==> src/rtl/led_ctrl_pkg.sv <==
// Shared definitions for the LED peripheral: bus command codes, output mode
// encoding and the field layout of the READ_CFG readback word.
package led_ctrl_pkg;

  localparam logic [5:0] CMD_NOP         = 6'b000000;
  localparam logic [5:0] CMD_WRITE_STATE = 6'b000001;
  localparam logic [5:0] CMD_SET_MODE    = 6'b000010;
  localparam logic [5:0] CMD_SET_DUTY    = 6'b000011;
  localparam logic [5:0] CMD_SET_PERIOD  = 6'b000100;
  localparam logic [5:0] CMD_READ_STATE  = 6'b000101;
  localparam logic [5:0] CMD_READ_CFG    = 6'b000110;

  typedef enum logic [1:0] {
    MODE_STATIC = 2'd0,
    MODE_BLINK  = 2'd1,
    MODE_PWM    = 2'd2,
    MODE_ROTATE = 2'd3
  } mode_e;

  // READ_CFG word: duty at [15:8], phase at [2], mode at [1:0]
  localparam int CFG_MODE_LSB  = 0;
  localparam int CFG_PHASE_BIT = 2;
  localparam int CFG_DUTY_LSB  = 8;

  // Codes 1..6 are the only ones this block acts on; NOP and the rest are ignored.
  function automatic logic cmd_defined(input logic [5:0] c);
    return (c != CMD_NOP) && (c <= CMD_READ_CFG);
  endfunction

endpackage

==> src/rtl/led_ctrl_if.sv <==
// Device/command bus as seen by one peripheral. The master drives the select,
// command and write data; the peripheral returns its registered readback.
interface led_ctrl_if;
  logic [4:0]  device;
  logic [5:0]  command;
  logic [31:0] data_in;
  logic [31:0] data_out;

  modport master (output device, output command, output data_in, input data_out);
  modport slave  (input device, input command, input data_in, output data_out);
endinterface

==> src/rtl/led_tick_gen.sv <==
// Prescaler producing a one-cycle tick every `period` clocks. Periods of 0 and
// 1 both mean "tick every cycle". The tick is withheld in a clear cycle so a
// reconfiguration never coincides with a phase step.
module led_tick_gen #(
  parameter int TICK_BITS = 24
) (
  input  logic                 clk,
  input  logic                 reset,
  input  logic                 clear,
  input  logic [TICK_BITS-1:0] period,
  output logic                 tick
);

  logic [TICK_BITS-1:0] count_q, count_d;
  logic                 at_end;

  assign at_end = (period <= TICK_BITS'(1)) || (count_q == period - TICK_BITS'(1));
  assign tick   = at_end && !clear;

  // Next count: restart on clear or at the end of a period, otherwise advance.
  always_comb begin
    count_d = count_q + TICK_BITS'(1);
    if (clear || at_end) count_d = '0;
  end

  // Prescaler register.
  always_ff @(posedge clk or posedge reset) begin
    if (reset) count_q <= '0;
    else       count_q <= count_d;
  end

endmodule

==> src/rtl/led_ctrl.sv <==
// LED peripheral on the shared device/command bus. Holds the configuration
// registers, the free-running PWM counter and the rotate register, and muxes
// them onto a registered LED output according to the selected mode.
module led_ctrl
  import led_ctrl_pkg::*;
#(
  parameter int          NUM_LEDS       = 8,
  parameter int          PWM_BITS       = 8,
  parameter int          TICK_BITS      = 24,
  parameter int unsigned DEFAULT_PERIOD = 12_500_000,
  parameter logic [4:0]  DEVICE_ID      = 5'b00000
) (
  input  logic                clk,
  input  logic                reset,
  led_ctrl_if.slave           bus,
  output logic [NUM_LEDS-1:0] leds
);

  localparam logic [TICK_BITS-1:0] PERIOD_RST = TICK_BITS'(DEFAULT_PERIOD);

  logic [NUM_LEDS-1:0]  led_data_q, led_data_d;
  logic [NUM_LEDS-1:0]  rot_q, rot_d;
  mode_e                mode_q, mode_d;
  logic [PWM_BITS-1:0]  duty_q, duty_d;
  logic [TICK_BITS-1:0] period_q, period_d;
  logic [PWM_BITS-1:0]  pwm_cnt_q, pwm_cnt_d;
  logic                 phase_q, phase_d;
  logic [31:0]          data_out_q, data_out_d;
  logic [NUM_LEDS-1:0]  leds_q, leds_d;

  logic accept;
  logic wr_state, set_mode, set_duty, set_period, rd_state, rd_cfg;
  logic tick, tick_clear, pwm_on;
  logic [NUM_LEDS-1:0] rot_next;
  logic [31:0] cfg_word;

  assign accept     = (bus.device == DEVICE_ID) && cmd_defined(bus.command);
  assign wr_state   = accept && (bus.command == CMD_WRITE_STATE);
  assign set_mode   = accept && (bus.command == CMD_SET_MODE);
  assign set_duty   = accept && (bus.command == CMD_SET_DUTY);
  assign set_period = accept && (bus.command == CMD_SET_PERIOD);
  assign rd_state   = accept && (bus.command == CMD_READ_STATE);
  assign rd_cfg     = accept && (bus.command == CMD_READ_CFG);

  // A new mode or period restarts the prescaler and swallows that cycle's tick.
  assign tick_clear = set_mode || set_period;

  led_tick_gen #(.TICK_BITS(TICK_BITS)) u_tick (
    .clk    (clk),
    .reset  (reset),
    .clear  (tick_clear),
    .period (period_q),
    .tick   (tick)
  );

  // Shift/or form keeps the single-LED case legal: it degenerates to no change.
  assign rot_next = (rot_q << 1) | (rot_q >> (NUM_LEDS - 1));
  assign pwm_on   = (pwm_cnt_q < duty_q);

  // Readback word for READ_CFG.
  always_comb begin
    cfg_word = '0;
    cfg_word[CFG_DUTY_LSB +: 8]  = 8'(duty_q);
    cfg_word[CFG_PHASE_BIT]      = phase_q;
    cfg_word[CFG_MODE_LSB +: 2]  = mode_q;
  end

  // Next-state for all configuration and run-time registers; loads are applied
  // after the tick updates so a command in a tick cycle wins.
  always_comb begin
    led_data_d = led_data_q;
    rot_d      = rot_q;
    mode_d     = mode_q;
    duty_d     = duty_q;
    period_d   = period_q;
    phase_d    = phase_q;
    pwm_cnt_d  = pwm_cnt_q + PWM_BITS'(1);
    data_out_d = data_out_q;

    if (tick) begin
      phase_d = ~phase_q;
      if (mode_q == MODE_ROTATE) rot_d = rot_next;
    end

    if (wr_state) begin
      led_data_d = bus.data_in[NUM_LEDS-1:0];
      rot_d      = bus.data_in[NUM_LEDS-1:0];
    end
    if (set_mode) begin
      mode_d  = mode_e'(bus.data_in[1:0]);
      phase_d = 1'b0;
      rot_d   = led_data_q;
    end
    if (set_duty)   duty_d     = bus.data_in[PWM_BITS-1:0];
    if (set_period) period_d   = bus.data_in[TICK_BITS-1:0];
    if (rd_state)   data_out_d = 32'(led_data_q);
    if (rd_cfg)     data_out_d = cfg_word;
  end

  // Output mux, evaluated on pre-edge register values.
  always_comb begin
    leds_d = '0;
    case (mode_q)
      MODE_STATIC: leds_d = led_data_q;
      MODE_BLINK:  leds_d = phase_q ? led_data_q : '0;
      MODE_PWM:    leds_d = pwm_on ? led_data_q : '0;
      MODE_ROTATE: leds_d = rot_q;
      default:     leds_d = '0;
    endcase
  end

  // State registers.
  always_ff @(posedge clk or posedge reset) begin
    if (reset) begin
      led_data_q <= '0;
      rot_q      <= '0;
      mode_q     <= MODE_STATIC;
      duty_q     <= '1;
      period_q   <= PERIOD_RST;
      pwm_cnt_q  <= '0;
      phase_q    <= 1'b0;
      data_out_q <= '0;
      leds_q     <= '0;
    end else begin
      led_data_q <= led_data_d;
      rot_q      <= rot_d;
      mode_q     <= mode_d;
      duty_q     <= duty_d;
      period_q   <= period_d;
      pwm_cnt_q  <= pwm_cnt_d;
      phase_q    <= phase_d;
      data_out_q <= data_out_d;
      leds_q     <= leds_d;
    end
  end

  assign leds         = leds_q;
  assign bus.data_out = data_out_q;

endmodule

==> src/flat_wrapper.sv <==
// flat-port wrapper written by rule: the top's interface ports become plain ports
module led_ctrl_flat import led_ctrl_pkg::*;
#(
  parameter int          NUM_LEDS       = 8,
  parameter int          PWM_BITS       = 8,
  parameter int          TICK_BITS      = 24,
  parameter int unsigned DEFAULT_PERIOD = 12_500_000,
  parameter logic [4:0]  DEVICE_ID      = 5'b00000
)
  (clk, reset, leds, bus_device, bus_command, bus_data_in, bus_data_out);
  led_ctrl_if bus_i ();
  input  logic clk;
  input  logic reset;
  output logic [NUM_LEDS-1:0] leds;
  input wire logic [$bits(bus_i.device)-1:0] bus_device;
  input wire logic [$bits(bus_i.command)-1:0] bus_command;
  input wire logic [$bits(bus_i.data_in)-1:0] bus_data_in;
  output wire logic [$bits(bus_i.data_out)-1:0] bus_data_out;
  assign bus_i.device = bus_device;
  assign bus_i.command = bus_command;
  assign bus_i.data_in = bus_data_in;
  assign bus_data_out = bus_i.data_out;
  led_ctrl #(.NUM_LEDS(NUM_LEDS), .PWM_BITS(PWM_BITS), .TICK_BITS(TICK_BITS), .DEFAULT_PERIOD(DEFAULT_PERIOD), .DEVICE_ID(DEVICE_ID)) u_core (.clk(clk), .reset(reset), .bus(bus_i), .leds(leds));
endmodule
==> config.mk <==
export PLATFORM = sky130hd
export DESIGN_NAME = led_ctrl_flat
export DESIGN_NICKNAME = d
export VERILOG_FILES = /design/src/rtl/led_ctrl_pkg.sv /design/src/rtl/led_ctrl_if.sv /design/src/rtl/led_tick_gen.sv /design/src/rtl/led_ctrl.sv /design/src/flat_wrapper.sv
export SDC_FILE = /design/constraint.sdc
export NUM_CORES = 1
export LEC_CHECK = 0
export BUFFER_PORTS_ARGS = -buffer_cell sky130_fd_sc_hd__buf_2
export CAP_MARGIN = 10
export CELL_PAD_IN_SITES_DETAIL_PLACEMENT = 2
export CELL_PAD_IN_SITES_GLOBAL_PLACEMENT = 2
export CORE_UTILIZATION = 30
export DETAILED_ROUTE_END_ITERATION = 10
export PLACE_DENSITY_LB_ADDON = 0.3
export SYNTH_ARGS = -nofsm -noshare
export SYNTH_HDL_FRONTEND = slang
export SYNTH_HIERARCHICAL = 1
export SYNTH_SLANG_ARGS = --single-unit
==> constraint.sdc <==
create_clock -name clk -period 7.6 [get_ports clk]
set_input_delay 1.14 -clock clk [delete_from_list [all_inputs] [get_ports clk]]
set_output_delay 1.14 -clock clk [all_outputs]
set_load 0.05 [all_outputs]
# ---- Word-level counts from Yosys, hierarchy flattened
# Index checks and enable logic that the tools add are counted.
dict set report word_totals {
  out_inout_bits 40
  wordCells 61
  register_bits 123
}
dict set report op_classes {
  n_addsub 3
  n_mux 12
  n_reduce_logical 21
  n_bitwise 2
  n_eq_ne 10
  n_lt_le_gt_ge 3
}
# op count
set op_table {}
lappend op_table {{two-way mux 32 bit} 2}
lappend op_table {{two-way mux 8 bit} 6}
lappend op_table {{one-hot mux 8 bit (4 select lines)} 1}
lappend op_table {{adder 24 x 1 -> 24 bit (second input constant)} 1}
lappend op_table {{== test 24 bit} 1}
lappend op_table {{<= comparator 24 x 1 -> 1 bit (second input constant)} 1}
lappend op_table {{two-way mux 24 bit} 1}
lappend op_table {{subtractor 24 x 1 -> 24 bit (second input constant)} 1}
lappend op_table {{== test 6 x 3 -> 1 bit (second input constant)} 3}
lappend op_table {{== test 6 x 2 -> 1 bit (second input constant)} 2}
lappend op_table {{logical AND 1 bit} 9}
lappend op_table {{adder 8 x 1 -> 8 bit (second input constant)} 1}
lappend op_table {{less-than comparator 8 bit} 1}
lappend op_table {{OR 8 x 1 -> 8 bit} 1}
lappend op_table {{== test 6 x 1 -> 1 bit (second input constant)} 1}
lappend op_table {{<= comparator 6 x 3 -> 1 bit (second input constant)} 1}
lappend op_table {{nonzero test 3 bit} 2}
lappend op_table {{nonzero test 6 bit} 1}
lappend op_table {{logical NOT 5 bit} 1}
lappend op_table {{== test 2 bit (second input constant)} 2}
lappend op_table {{nonzero test 2 bit} 2}
lappend op_table {{logical OR 1 bit} 3}
lappend op_table {{== test 2 x 1 -> 1 bit (second input constant)} 1}
lappend op_table {{logical NOT 2 bit} 1}
lappend op_table {{other kinds (4)} 5}

# ---- Longest topological paths before layout
# Gate-level depths: netlist (run 1).
dict set report depth {
  word_depth 10
  depth_mapped 14
}

# ---- Hierarchy
# The synthesis (run 1) kept the hierarchy.
# module area_each_um2 cells_each instances
set by_module_without_submodules {}
lappend by_module_without_submodules {led_ctrl 3816.2 331 1}
lappend by_module_without_submodules {led_tick_gen 2159.6 249 1}

# ---- Worst setup path after synthesis (run 1)
# No wires, ideal clock.
dict set report synth_path {
  kind {reg-to-reg}
  start {register u_core.period_q[2]}
  end {register u_core.rot_q[3]}
  required_time_ns 7.468
  t_arrival_ns 3.083
  setup_time_ns 0.132
  setup_slack_ns 4.385
  path_stages_with_launch 13
  path_cell_list {dfrtp_1 buf_6 or4_4 buf_6 or4_1 xnor2_1 or4_4 o31ai_1 nor2b_1 a21oi_2 buf_2 nand2_1 o21ai_0}
}
dict set report synth_between {
  elab_chain_cells 6
}
# item line_no
set synth_lines {}
lappend synth_lines {{start: declaration} led_ctrl.sv:25} ;# logic [TICK_BITS-1:0] period_q, period_d;
lappend synth_lines {{start signal: assignment} led_ctrl.sv:129} ;# period_q <= period_d;
lappend synth_lines {{subtractor 24 x 1 -> 24 bit} led_tick_gen.sv:17} ;# assign at_end = (period <= TICK_BITS'(1)) || (count_q == period - TICK_BITS'(1));
lappend synth_lines {{== test 24 bit} led_tick_gen.sv:17}
lappend synth_lines {{logical OR 1 bit (*)} led_tick_gen.sv:17}
lappend synth_lines {{logical AND 1 bit (*)} led_tick_gen.sv:18} ;# assign tick = at_end && !clear;
lappend synth_lines {{named net u_core.tick} led_ctrl.sv:33} ;# logic tick, tick_clear, pwm_on;
lappend synth_lines {{nonzero test 3 bit (no line) (*)} -}
lappend synth_lines {{AND reduction 2 bit (no line) (*)} -}
lappend synth_lines {{end signal: assignment} led_ctrl.sv:126} ;# rot_q <= rot_d;
lappend synth_lines {{end: declaration} led_ctrl.sv:22} ;# logic [NUM_LEDS-1:0] rot_q, rot_d;
# The timed path passes the listed nets; every way through them passes the cells marked *.
# A chain may end at the register's enable or synchronous reset.

# ---- Worst setup path in the final report (run 1)
dict set report layout_path {
  start {register u_core.period_q[0]}
  end {register u_core.rot_q[7]}
}
# Same word-level chain as after synthesis.

==> flow_summary.json, run 1 <==
{
  "outcome": "finished, final reports clean",
  "power_frac_clock_pct": 35.7,
  "power_leakage_nw": 3.06,
  "grt_pass1_vias": 4995,
  "drt_wl_total_mm": 16.8,
  "vias": 4578,
  "slew-limit-headroom_pct": 28.8,
  "cts-root-buf": "clkbuf_16",
  "p_comb_share_pct": 17.4,
  "rows": 51,
  "tritoncts": "done",
  "whs_ns": 0.487,
  "reg2reg_slack_ns": 3.83,
  "wl_per_cell_um": 18.6,
  "r2r_cells": 10,
  "ios": 85,
  "finalPower_mw": 1.31,
  "setup_tns_ns": 0,
  "critPathKind": "reg2reg",
  "place.gp.congestion": 0.814,
  "async_flop_share_pct": 100,
  "internal_power_uw": 900,
  "cts.clk_slew.worst_paths_ns": 0.08,
  "maxCapViolations": 0,
  "grt_start_max_net_pins": 69,
  "hold_viol": 0,
  "post-route-util_pct": 34.6,
  "r2r-start": "u_core/period_q[0]",
  "worstHoldStart": "u_core/pwm_cnt_q[7]",
  "dieArea_mm2": 0.0205,
  "port-buffer-count": 60,
  "ff_latch_area_mm2": 0.00270,
  "area_growth_pct": 12.7,
  "synth_seq_area_share_pct": 45.2,
  "critPathMaxFanout": 16,
  "yosys_warnings": 6,
  "hold_class": "reg2reg",
  "antenna_found_initial": 0,
  "period_minus_slack_ns": 3.77,
  "place_area_mm2": 0.00644,
  "worstReg2RegEnd": "u_core/rot_q[7]",
  "power_switching_uw": 412,
  "first_pass_iters": 4,
  "cts_buffer_depth": 2,
  "synthFlopType": "dfrtp_1",
  "final_cell_area_mm2": 0.00674,
  "fmax_mhz": 265,
  "end_kind": "register",
  "hpwlAfterDp_mm": 12.6,
  "p_per_area_mw_per_mm2": 195,
  "ant_nets": 0,
  "fin_skew_ns": 0.0108,
  "clk_latency_ns": 0.36,
  "fin_crit_sh_pct": 49.6,
  "die_y_um": 143,
  "required_ns": 7.86,
  "worst_pin_slew_ns": 1.07,
  "antennaDiodeCount": 0,
  "drive_gt1_share_pct": 27.7,
  "synth_edf_count": 0,
  "grt_first_pass_wirelength_mm": 27.6,
  "synth_area_mm2": 0.00598,
  "nFillCells": 2124,
  "detail_route.iter0.violations": 258,
  "vias_per_cell": 5.07,
  "cts_sinks": 107,
  "ys_seq_elements": 107,
  "start_util_pct": 30.7,
  "timing.final.max_slew_violations": 0,
  "post_cts_resized": 0,
  "numCtsBuffers": 9,
  "grt_overflow": 0,
  "multiInputGateArea_mm2": 0.00303,
  "syn_inst": 580,
  "p_seq_share_pct": 46.9,
  "ir_drop_v": 0.0000956,
  "synthDistinctLibCells": 69,
  "drc_errors": 0,
  "post-cts-setup-buffers": 0,
  "critPathLaunchType": "register",
  "rsz0062_at_grt": "no",
  "track_usage_pct": 17.6,
  "setup_viol": 0,
  "nets": 689,
  "avgSynthCellArea_um2": 10.3,
  "cp_data_arrival_time_ns": 4.03,
  "htree_levels": 3,
  "hold_buffers": 0,
  "min_to": "u_core/pwm_cnt_q[7]",
  "core_mm2": 0.0195,
  "die_width_um": 143,
  "holdPathStages": 1,
  "switching_share_pct": 31.4
}
-- power by group through the flow --
stage                     logic (mW)  clock network, mW  registers [mW]
after floorplan                0.136                  0           0.666
after global placement         0.224                  0           0.624
after detailed placement       0.231                  0           0.626
after CTS                      0.232              0.490           0.616
after global routing           0.247              0.510           0.619
final                          0.228              0.468           0.616
-- cell usage after synthesis, types with 5 or more instances --
master,count,area (um^2)
nor2_2,20,125
a22o_1,10,87.6
mux2_2,35,394
nand2b_1,7,43.8
nor3_1,7,35.0
xor2_1,27,236
nand2_1,57,214
o211ai_1,10,75.1
o21ai_0,31,155
o22ai_1,14,87.6
or4_4,5,56.3
and3_1,6,37.5
buf_4,19,143
ha_1,11,138
dfrtp_1,87,2180
a22oi_1,8,60.1
nand3_1,21,105
xnor2_1,33,289
inv_1,17,63.8
clkbuf_1,6,22.5
dfstp_2,20,526
nor4_1,7,43.8
nor2_1,33,124
a21oi_1,8,40.0
-- per-stage QoR --
stage / instances / worst slack (ns)
global route: 903 / 3.48
detailed placement: 887 / 3.77
finish: 903 / 3.83
CTS: 903 / 3.76
global placement: 887 / 3.91
floorplan: 595 / 4.36
-- layout by cell type (no fill, tap or decap), types with 21 or more instances in the layout --
| cell | n |
|---|---|
| buf_2 | 60 |
| xnor2_1 | 33 |
| mux2_2 | 35 |
| nand3_1 | 21 |
| dfrtp_1 | 87 |
| o21ai_0 | 31 |
| nand2_1 | 57 |
| nor2_1 | 33 |
| xor2_1 | 27 |
-- kinds of logic (layout without fill, tap and decap cells) --
group | Yosys count | count (layout) | synth area share (%)
AO/OA/AOI/OAI | 110 | 110 | 13.1
XOR/XNOR | 60 | 60 | 8.79
adder cells (fa/ha/maj) | 11 | 11 | 2.30
buffers and inverters | 52 | 95 | 5.05
flip-flops | 107 | 107 | 45.2
multiplexers | 38 | 38 | 7.10
other | 1 | 16 | 0.0628
AND/OR/NAND/NOR | 201 | 201 | 18.4
-- worst max-delay path, cell delays in order, from the launching register on --
cell and delay (ns):
dfrtp_1 0.47, inv_1 0.10, ha_1 0.38, nor3b_1 0.71
and4_1 0.30, o22ai_1 0.10, or4_4 0.47, o31ai_1 0.28
nor2b_1 0.31, a21oi_2 0.24, o31ai_1 0.31
-- metal layers --
metal / GRT usage, % / part of all wire, % / wire length [um]
met5: 0 / 0 / 0
met3: 2.55 / 2.7 / 447
met4: 4.24 / 0.92 / 155
met2: 30.0 / 50 / 8420
met1: 23.4 / 46 / 7810
-- how the worst max path moves through the flow --
stage          slack, ns  cells past startpoint                from                     end
5_1_grt             3.48                     11  u_core/period_q[0]         u_core/rot_q[3]
3_3_place_gp        3.91                     10  u_core/period_q[0]         u_core/rot_q[0]
3_5_place_dp        3.77                      8       bus_device[1]         u_core/rot_q[6]
6_report            3.83                     10  u_core/period_q[0]         u_core/rot_q[7]
4_1_cts             3.76                     10  u_core/period_q[0]         u_core/rot_q[7]
2_1_floorplan       4.36                      1               reset  u_core/bus.data_out[0]
-- flip-flops by register name (all words and copies together), names as in the netlist --
| register | cells |
|---|---|
| u_core/bus.data_out | 16 |
| u_core/duty_q | 8 |
| u_core/led_data_q | 8 |
| u_core/leds | 8 |
| u_core/mode_q | 2 |
| u_core/period_q | 24 |
| u_core/phase_q | 1 |
| u_core/pwm_cnt_q | 8 |
| u_core/rot_q | 8 |
| u_core/u_tick/count_q | 24 |
-- final cells by class --
type,count,share of cell area [%]
clock buffer,10,3.55
tap,265,4.92
clock inverter,6,0.817
inverter,17,0.966
timing repair buffer,62,4.68
multi-input combinational,436,44.9
sequential,107,40.1
(Power assumes the default switching activity.)
==> inputs of run 2 (changes only) <==
--- a/config.mk
+++ b/config.mk
@@ -5,6 +5,7 @@
 export SDC_FILE = /design/constraint.sdc
 export NUM_CORES = 1
 export LEC_CHECK = 0
+export ABC_AREA = 1
 export BUFFER_PORTS_ARGS = -buffer_cell sky130_fd_sc_hd__buf_2
 export CAP_MARGIN = 10
 export CELL_PAD_IN_SITES_DETAIL_PLACEMENT = 2
==> constraint.sdc (replaced) <==
create_clock -name clk -period 3.4 [get_ports clk]
set_input_delay 0.51 -clock clk [delete_from_list [all_inputs] [get_ports clk]]
set_output_delay 0.51 -clock clk [all_outputs]
set_load 0.05 [all_outputs]
==> flow_summary.json, run 2 <==
{
  "outcome": "finished, final reports clean",
  "drt_wl_total_mm": 21.4,
  "drc_errors": 0,
  "avgSynthCellArea_um2": 7.87,
  "vias_per_cell": 4.83,
  "detail_route.iter0.violations": 221,
  "setup_tns_ns": 0,
  "wl_per_cell_um": 18.0,
  "nets": 962,
  "cp_data_arrival_time_ns": 3.30,
  "synth_area_mm2": 0.00666,
  "antenna_found_initial": 0,
  "r2r_cells": 16,
  "fin_skew_ns": 0.00754,
  "worst_pin_slew_ns": 0.985,
  "synth.area.top_cells": "dfrtp_1 33%, nand2_1 12%, dfstp_2 7.9%",
  "timing.final.max_slew_violations": 0,
  "critPathKind": "reg2reg",
  "fmax_mhz": 334,
  "die_width_um": 151,
  "ys_seq_elements": 107,
  "synth.top_cell.area_share_pct": 32.7,
  "final_cell_area_mm2": 0.00746,
  "cts_sinks": 107,
  "critPathLaunchType": "register",
  "numCtsBuffers": 9,
  "grt_pass1_vias": 6231,
  "antennaDiodeCount": 0,
  "synth.most_common_cell": "nand2_1",
  "async_flop_share_pct": 100,
  "start_util_pct": 30.6,
  "post-cts-setup-buffers": 0,
  "grt_overflow": 0,
  "syn_inst": 846,
  "vias": 5757,
  "setup_viol": 0,
  "area_growth_pct": 12.1,
  "synthFlopType": "dfrtp_1",
  "htree_levels": 3,
  "tritoncts": "done",
  "r2r-start": "u_core/period_q[0]",
  "hpwlAfterDp_mm": 16.7,
  "grt_start_max_net_pins": 49,
  "maxCapViolations": 0,
  "dieArea_mm2": 0.0228,
  "fin_crit_sh_pct": 88.2,
  "hold_class": "in2async",
  "ios": 85,
  "yosys_warnings": 6,
  "reg2reg_slack_ns": 0.40,
  "synth_top_cell_by_area": "dfrtp_1",
  "dp_slack_ns": 0.358,
  "first_pass_iters": 4,
  "hold_buffers": 0,
  "finalNonFillerCells": 1191,
  "p_per_area_mw_per_mm2": 389,
  "cts_buffer_depth": 2,
  "worstReg2RegEnd": "u_core/rot_q[4]",
  "required_ns": 3.70,
  "power_leakage_nw": 3.69,
  "drive_gt1_share_pct": 19.2,
  "end_kind": "register",
  "ir_drop_v": 0.000197,
  "layout_setup_ws_ns": 0.402,
  "clk_latency_ns": 0.36,
  "place_area_mm2": 0.00716,
  "rows": 54,
  "port-buffer-count": 60,
  "synth_seq_area_share_pct": 40.6,
  "synth_edf_count": 0,
  "most-common-layout-cells": "204 x nand2_1, 99 x inv_1, 87 x dfrtp_1, 82 x nand3_1, 71 x nor2_1",
  "die_y_um": 151,
  "dp.cells": 1175,
  "rsz0062_at_grt": "no",
  "final_common_cell": "nand2_1",
  "synth_common_cells": "204 x nand2_1, 100 x inv_1, 87 x dfrtp_1",
  "slew-limit-headroom_pct": 34.3,
  "grt_first_pass_wirelength_mm": 34.3,
  "place.gp.congestion": 0.802,
  "critPathMaxFanout": 13,
  "track_usage_pct": 19.9,
  "whs_ns": 0.323,
  "cts-root-buf": "clkbuf_16",
  "period_minus_slack_ns": 3.00,
  "cts.clk_slew.worst_paths_ns": 0.08,
  "ant_nets": 0,
  "core_mm2": 0.0218,
  "hold_viol": 0,
  "synthDistinctLibCells": 41,
  "nFillCells": 2567,
  "post_cts_resized": 0
}
==> run 2: layout make-up <==
type | count | area, um^2 | share of cell area, %
clock buffer | 9 | 225 | 3.02
tap | 280 | 350 | 4.70
multi-input combinational | 617 | 3350 | 44.9
sequential | 107 | 2700 | 36.2
timing repair buffer | 67 | 365 | 4.90
inverter | 104 | 392 | 5.25
clock inverter | 7 | 73.8 | 0.989
==> run 2: power by group <==
part	internal, mW	leakage (nW)	switching [mW]
Clock	0.577	0.147	0.508
Sequential	1.30	1.32	0.0532
Combinational	0.123	2.22	0.334
Total	2.00	3.69	0.896
==> run 2: worst max path at each step <==
stage                       startpoint                     end  slack [ns]
floorplan                        reset  u_core/bus.data_out[0]        0.79
global placement    u_core/period_q[0]         u_core/rot_q[7]        0.42
detailed placement  u_core/period_q[0]         u_core/rot_q[2]        0.36
CTS                 u_core/period_q[0]         u_core/rot_q[2]        0.33
global route        u_core/period_q[1]         u_core/rot_q[5]        0.12
finish              u_core/period_q[0]         u_core/rot_q[4]        0.40
==> run 2: worst max-delay path, cell delays in order, from the launching register on <==
cell and delay [ns]:
dfrtp_1 0.38, inv_1 0.18, ha_1 0.31, nand2_4 0.11, nor2_4 0.31, nand3_1 0.12, nand2_1 0.09, nand3_1 0.08
nor2_1 0.09, nand3_1 0.08, nor2_1 0.11, nand2_1 0.12, a21oi_1 0.29, nand2_1 0.24, nand3_2 0.24, nand3_1 0.12
nand2_1 0.07
==> run 2: metrics by stage <==
step / total power [mW] / utilization [%]
CTS: 2.95 / 34.3
finish: 2.90 / 34.3
global route: 3.03 / 34.3
floorplan: 1.73 / -
global placement: 1.83 / 32.9
detailed placement: 1.84 / 32.9
==> run 2: cell families after synthesis <==
| kind of cell | synth area share, % |
|---|---|
| compound gates | 5.28 |
| fa+ha+maj | 2.07 |
| buf+inv | 9.89 |
| xor+xnor | 5.66 |
| other cells | 0.0563 |
| simple gates | 33.7 |
| flops | 40.6 |
| mux | 2.71 |
==> run 2: metal layers <==
metal | vias to the layer above | global-route usage, % | wire (um)
li1 | 2811 | - | -
met1 | 2867 | 26.0 | 10000
met2 | 66 | 34.1 | 10600
met3 | 13 | 3.01 | 590
met4 | 0 | 5.30 | 258
met5 | - | 0 | 0
